### config.mk
export PLATFORM = sky130hd
export DESIGN_NAME = keypad_scanner
export DESIGN_NICKNAME = d
export VERILOG_FILES = /design/src/rtl/keypad_scanner.sv
export SDC_FILE = /design/constraint.sdc
export NUM_CORES = 1
export LEC_CHECK = 0
export ABC_AREA = 0
export CORE_MARGIN = 4
export CORE_UTILIZATION = 40
export DETAILED_ROUTE_END_ITERATION = 16
export GPL_ROUTABILITY_DRIVEN = 0
export PLACE_DENSITY = 0.56
export SLEW_MARGIN = 15
export SYNTH_ARGS = -nofsm -noshare
export SYNTH_HDL_FRONTEND = slang
export SYNTH_SLANG_ARGS = --single-unit
### constraint.sdc
create_clock -name clk -period 3.23 [get_ports clk]
set_clock_uncertainty 0.1 [all_clocks]
set_input_delay 0.646 -clock clk [delete_from_list [all_inputs] [get_ports clk]]
set_output_delay 0.646 -clock clk [all_outputs]
set_load 0.05 [all_outputs]
### src/rtl/keypad_scanner.sv
// rtl/keypad_scanner.sv - 4x4 keypad row scanner with synchronized, debounced single-key reporting
module keypad_scanner #(
    parameter int SCAN_DIV        = 1000,
    parameter int DEBOUNCE_CYCLES = 50000
) (
    input  logic       clk,
    input  logic       reset,
    input  logic [3:0] col,
    output logic [3:0] rows,
    output logic [3:0] key_code,
    output logic       key_valid,
    output logic       key_held
);

    localparam int DIV_W = (SCAN_DIV > 1) ? $clog2(SCAN_DIV) : 1;
    localparam int DEB_W = (DEBOUNCE_CYCLES > 1) ? $clog2(DEBOUNCE_CYCLES) : 1;

    localparam logic [DIV_W-1:0] DWELL_LAST = DIV_W'(SCAN_DIV - 1);
    localparam logic [DIV_W-1:0] DWELL_ONE  = DIV_W'(1);
    localparam logic [DEB_W-1:0] DEB_LAST   = DEB_W'(DEBOUNCE_CYCLES - 1);
    localparam logic [DEB_W-1:0] DEB_ONE    = DEB_W'(1);

    localparam logic [1:0] ST_SCAN     = 2'd0;
    localparam logic [1:0] ST_DEBOUNCE = 2'd1;
    localparam logic [1:0] ST_PRESSED  = 2'd2;
    localparam logic [1:0] ST_RELEASE  = 2'd3;

    logic [1:0]       state;
    logic [1:0]       row_idx;
    logic [1:0]       cap_col;
    logic [DIV_W-1:0] dwell;
    logic [DEB_W-1:0] deb_cnt;
    logic [3:0]       col_meta;
    logic [3:0]       col_s;

    logic [3:0] col_low;
    logic       single_low;
    logic [1:0] col_idx;
    logic [3:0] cap_pattern;
    logic       cap_bit;

    // Raw columns are asynchronous to clk; only col_s is used past this point.
    always_ff @(posedge clk or negedge reset) begin
        if (!reset) begin
            col_meta <= 4'hF;
            col_s    <= 4'hF;
        end else begin
            col_meta <= col;
            col_s    <= col_meta;
        end
    end

    assign col_low    = ~col_s;
    assign single_low = (col_low != 4'd0) && ((col_low & (col_low - 4'd1)) == 4'd0);

    always_comb begin
        col_idx = 2'd0;
        case (col_low)
            4'b0001: col_idx = 2'd0;
            4'b0010: col_idx = 2'd1;
            4'b0100: col_idx = 2'd2;
            4'b1000: col_idx = 2'd3;
            default: col_idx = 2'd0;
        endcase
    end

    always_comb begin
        cap_pattern          = 4'hF;
        cap_pattern[cap_col] = 1'b0;
    end

    assign cap_bit = col_s[cap_col];

    always_comb begin
        rows          = 4'hF;
        rows[row_idx] = 1'b0;
    end

    function automatic logic [3:0] map_key(input logic [1:0] r, input logic [1:0] c);
        logic [3:0] code;
        case ({r, c})
            4'h0: code = 4'h1;
            4'h1: code = 4'h2;
            4'h2: code = 4'h3;
            4'h3: code = 4'hA;
            4'h4: code = 4'h4;
            4'h5: code = 4'h5;
            4'h6: code = 4'h6;
            4'h7: code = 4'hB;
            4'h8: code = 4'h7;
            4'h9: code = 4'h8;
            4'hA: code = 4'h9;
            4'hB: code = 4'hC;
            4'hC: code = 4'hE;
            4'hD: code = 4'h0;
            4'hE: code = 4'hF;
            default: code = 4'hD;
        endcase
        return code;
    endfunction

    always_ff @(posedge clk or negedge reset) begin
        if (!reset) begin
            state     <= ST_SCAN;
            row_idx   <= 2'd0;
            cap_col   <= 2'd0;
            dwell     <= '0;
            deb_cnt   <= '0;
            key_code  <= 4'h0;
            key_valid <= 1'b0;
            key_held  <= 1'b0;
        end else begin
            key_valid <= 1'b0;
            case (state)
                ST_SCAN: begin
                    // Columns are only trusted on the final dwell cycle of a row.
                    if (dwell == DWELL_LAST) begin
                        dwell <= '0;
                        if (single_low) begin
                            cap_col <= col_idx;
                            deb_cnt <= '0;
                            state   <= ST_DEBOUNCE;
                        end else begin
                            row_idx <= row_idx + 2'd1;
                        end
                    end else begin
                        dwell <= dwell + DWELL_ONE;
                    end
                end
                ST_DEBOUNCE: begin
                    if (col_s != cap_pattern) begin
                        dwell <= '0;
                        state <= ST_SCAN;
                    end else if (deb_cnt == DEB_LAST) begin
                        key_code  <= map_key(row_idx, cap_col);
                        key_valid <= 1'b1;
                        key_held  <= 1'b1;
                        state     <= ST_PRESSED;
                    end else begin
                        deb_cnt <= deb_cnt + DEB_ONE;
                    end
                end
                ST_PRESSED: begin
                    if (cap_bit) begin
                        deb_cnt <= '0;
                        state   <= ST_RELEASE;
                    end
                end
                ST_RELEASE: begin
                    // A low glitch returns to PRESSED without re-reporting the key.
                    if (!cap_bit) begin
                        state <= ST_PRESSED;
                    end else if (deb_cnt == DEB_LAST) begin
                        key_held <= 1'b0;
                        row_idx  <= row_idx + 2'd1;
                        dwell    <= '0;
                        state    <= ST_SCAN;
                    end else begin
                        deb_cnt <= deb_cnt + DEB_ONE;
                    end
                end
                default: state <= ST_SCAN;
            endcase
        end
    end

endmodule
==> impl_metrics.env <==
export IMPL_synthArstFlopShare_pct=100.0
export IMPL_antenna_left=0
export IMPL_grt_pass1_vias=2078
export IMPL_holdWs_ns=0.2598
export IMPL_start_util_pct=41.44
export IMPL_synth_area_sq_um=2846
export IMPL_die_w_um=92.36
export IMPL_synth_nets=305
export IMPL_clkSinkCount=46
export IMPL_hold_viol_final=0
export IMPL_powerDensity_nw_per_um2=359.3
export IMPL_crit_type="flop to flop"
export IMPL_clock_latency_ns=0.30
export IMPL_synth_warnings=0
export IMPL_cts_buffer_depth=2
export IMPL_io_pins=16
export IMPL_period_needed_ns=2.827
export IMPL_finalSetupViolations=0
export IMPL_ir_drop_mv=0.1572
export IMPL_leakage_uw=0.001317
export IMPL_slew_headroom_pct=31.57
export IMPL_htree_num_levels=2
export IMPL_drive_gt1_share_pct=14.24
export IMPL_path_cells="inv_1 > ha_1 > xnor2_1 > o41ai_4 > nand3_4 > or4_4 > o41ai_1"
export IMPL_grt_pass1_wl_um=10190
export IMPL_final_nets=316
export IMPL_synth_flop_cell="dfrtp_1"
export IMPL_antenna_found_initial=0
export IMPL_fin_tns_setup_ns=0
export IMPL_track_usage_pct=14.66
export IMPL_cp_slowest_stage_delay_ns=0.58
export IMPL_postCtsResizedCells=0
export IMPL_cp_data_required_time_ns=3.33
export IMPL_die_h_um=92.36
export IMPL_tightest_slew_ns=1.026
export IMPL_cp_max_fo=18
export IMPL_slew_viol_final=0
export IMPL_dr_pass1_iters=4
export IMPL_final_cell_mix="dfrtp_1, o31ai_1, inv_1"
export IMPL_cts_buffers=5
export IMPL_drv_cap=0
export IMPL_ys_types=50
export IMPL_endpoint_kind="flop"
export IMPL_grt_max_degree=47
export IMPL_fmaxAchievable_mhz=353.7
export IMPL_clk_pin_slew_worst_paths_ns=0.09
export IMPL_n_antenna_cell=0
export IMPL_startpoint_type="flop"
export IMPL_fin_crit_sh_pct=87.52
export IMPL_synth_cells=283
export IMPL_crit_path_top_delay_cell="or4_4"
export IMPL_layout_commonest_cell="dfrtp_1"
export IMPL_core_area_sq_um=6869
export IMPL_cts_setup_buffers=0
export IMPL_synth_avg_cell_area_sq_um=10.06
export IMPL_cts_tree="yes"
export IMPL_numPortBuffers=15
export IMPL_finish_utilization_pct=46.79
export IMPL_syn2layout_area_growth_pct=12.92
export IMPL_status="completed"
export IMPL_clock_root_buffer="clkbuf_8"
export IMPL_postCtsHoldBufs=0
export IMPL_yosysSeqAreaShare_pct=40.79
export IMPL_total_power_uw=1155
export IMPL_min_path_type="flop to flop"
export IMPL_drtIter0Drc=156
export IMPL_drc=0
export IMPL_wl_per_cell_um=14.91
export IMPL_dpl_hpwl_um=4158
export IMPL_ff2ff_setup_slack_ns=0.40
export IMPL_synth_edf_count=0
export IMPL_via_per_inst=5.532
export IMPL_die_area_sq_um=8529
export IMPL_grt_overflow_total=0
export IMPL_cp_data_arrival_time_ns=2.93
export IMPL_ys_ff_latch=46
export IMPL_rsz0062_at_grt="no"
export IMPL_vias=2163
export IMPL_fp_row_count=30
export IMPL_drt_wl_total_um=5831
==> cell families after synthesis <==
group                      synth area share (%)
AOI/OAI and AO/OA                         21.01
and+or+nand+nor                           16.40
DFF                                       40.79
buffers and inverters                     4.571
muxes                                     8.044
adders and majority gates                 7.033
xor gates and xnor gates                  2.154
==> through the flow <==
step | setup slack (ns) | instance area, sq um | std cells
floorplan | 0.7671 | 2846 | 283
detailed placement | 0.4163 | 3072 | 383
global route | 0.1677 | 3214 | 391
finish | 0.4030 | 3214 | 391
global placement | 0.5010 | 3072 | 383
CTS | 0.3867 | 3214 | 391
==> sequential cells by signal (all words and copies together), names as in the netlist <==
signal / flops
deb_cnt: 16
dwell: 10
col_meta: 4
col_s: 4
key_code: 4
cap_col: 2
row_idx: 2
state: 2
key_held: 1
key_valid: 1
==> area by class of cell <==
| class | count | area [sq um] |
|---|---|---|
| multi-input cells | 205 | 1555 |
| well taps | 96 | 120.1 |
| clock inverters | 2 | 60.06 |
| inverters | 18 | 67.56 |
| clock buffers | 6 | 82.58 |
| flip-flops and latches | 46 | 1161 |
| fillers | 636 | 3655 |
| repair buffers | 18 | 167.7 |
==> per-layer routing <==
metal | vias up | track usage, % | part of all wire (%)
met3 | 5 | 3.006 | 3.9
met5 | - | 0 | 0
met2 | 46 | 22.36 | 44
li1 | 1075 | - | -
met1 | 1037 | 21.37 | 51
met4 | 0 | 3.342 | 0.98
==> power breakdown <==
group          total (uW)  internal (uW)  switching [uW]
Clock                 534            330             204
Sequential            591            585            6.23
Combinational        29.7           11.2            18.5
Total                1150            926             229
==> worst max-delay path, delay by kind of cell (launching register included) <==
kind                     cells  cell delay (ns)
AND/OR/NAND/NOR              2             0.82
flip-flops                   1             0.51
AO/OA/AOI/OAI                2             0.70
adder cells (fa/ha/maj)      1             0.25
buffers and inverters        1             0.16
XOR/XNOR                     1             0.18
==> worst paths after layout <==
check | start | to | cells past startpoint
hold reg to reg | col_meta[0] | col_s[0] | 0
setup reg to reg | cap_col[0] | deb_cnt[15] | 7
setup / recovery | cap_col[0] | deb_cnt[15] | 7
max in group asynchronous | reset | deb_cnt[10] | 1
min in group asynchronous | reset | key_code[0] | 1
hold / removal | col_meta[0] | col_s[0] | 0
==> cells in the mapped netlist, drive strengths merged, types with 2 or more instances <==
master,number,area share (%)
nand3,12,2.5
nand2b,5,1.1
mux2i,9,3.2
inv,18,2.4
nand2,14,1.8
and2,3,0.66
clkbuf,12,1.6
dfrtp,38,33
nor2,15,2.0
or4,3,0.92
a21oi,10,1.8
o21ai,15,2.6
a211oi,3,0.79
nor4,3,0.66
a31oi,6,1.3
dfstp,8,7.4
o21bai,2,0.53
and4,2,0.62
xnor2,5,1.5
o41ai,5,2.2
and3,6,1.3
buf,2,0.57
o31ai,31,9.2
nand4,7,1.8
ha,16,7.0
nor3,3,0.53
mux2,10,4.0
and4b,2,0.70
nor4bb,3,1.1
xor2,2,0.62
Note: power is estimated with default switching activity, not from simulation.
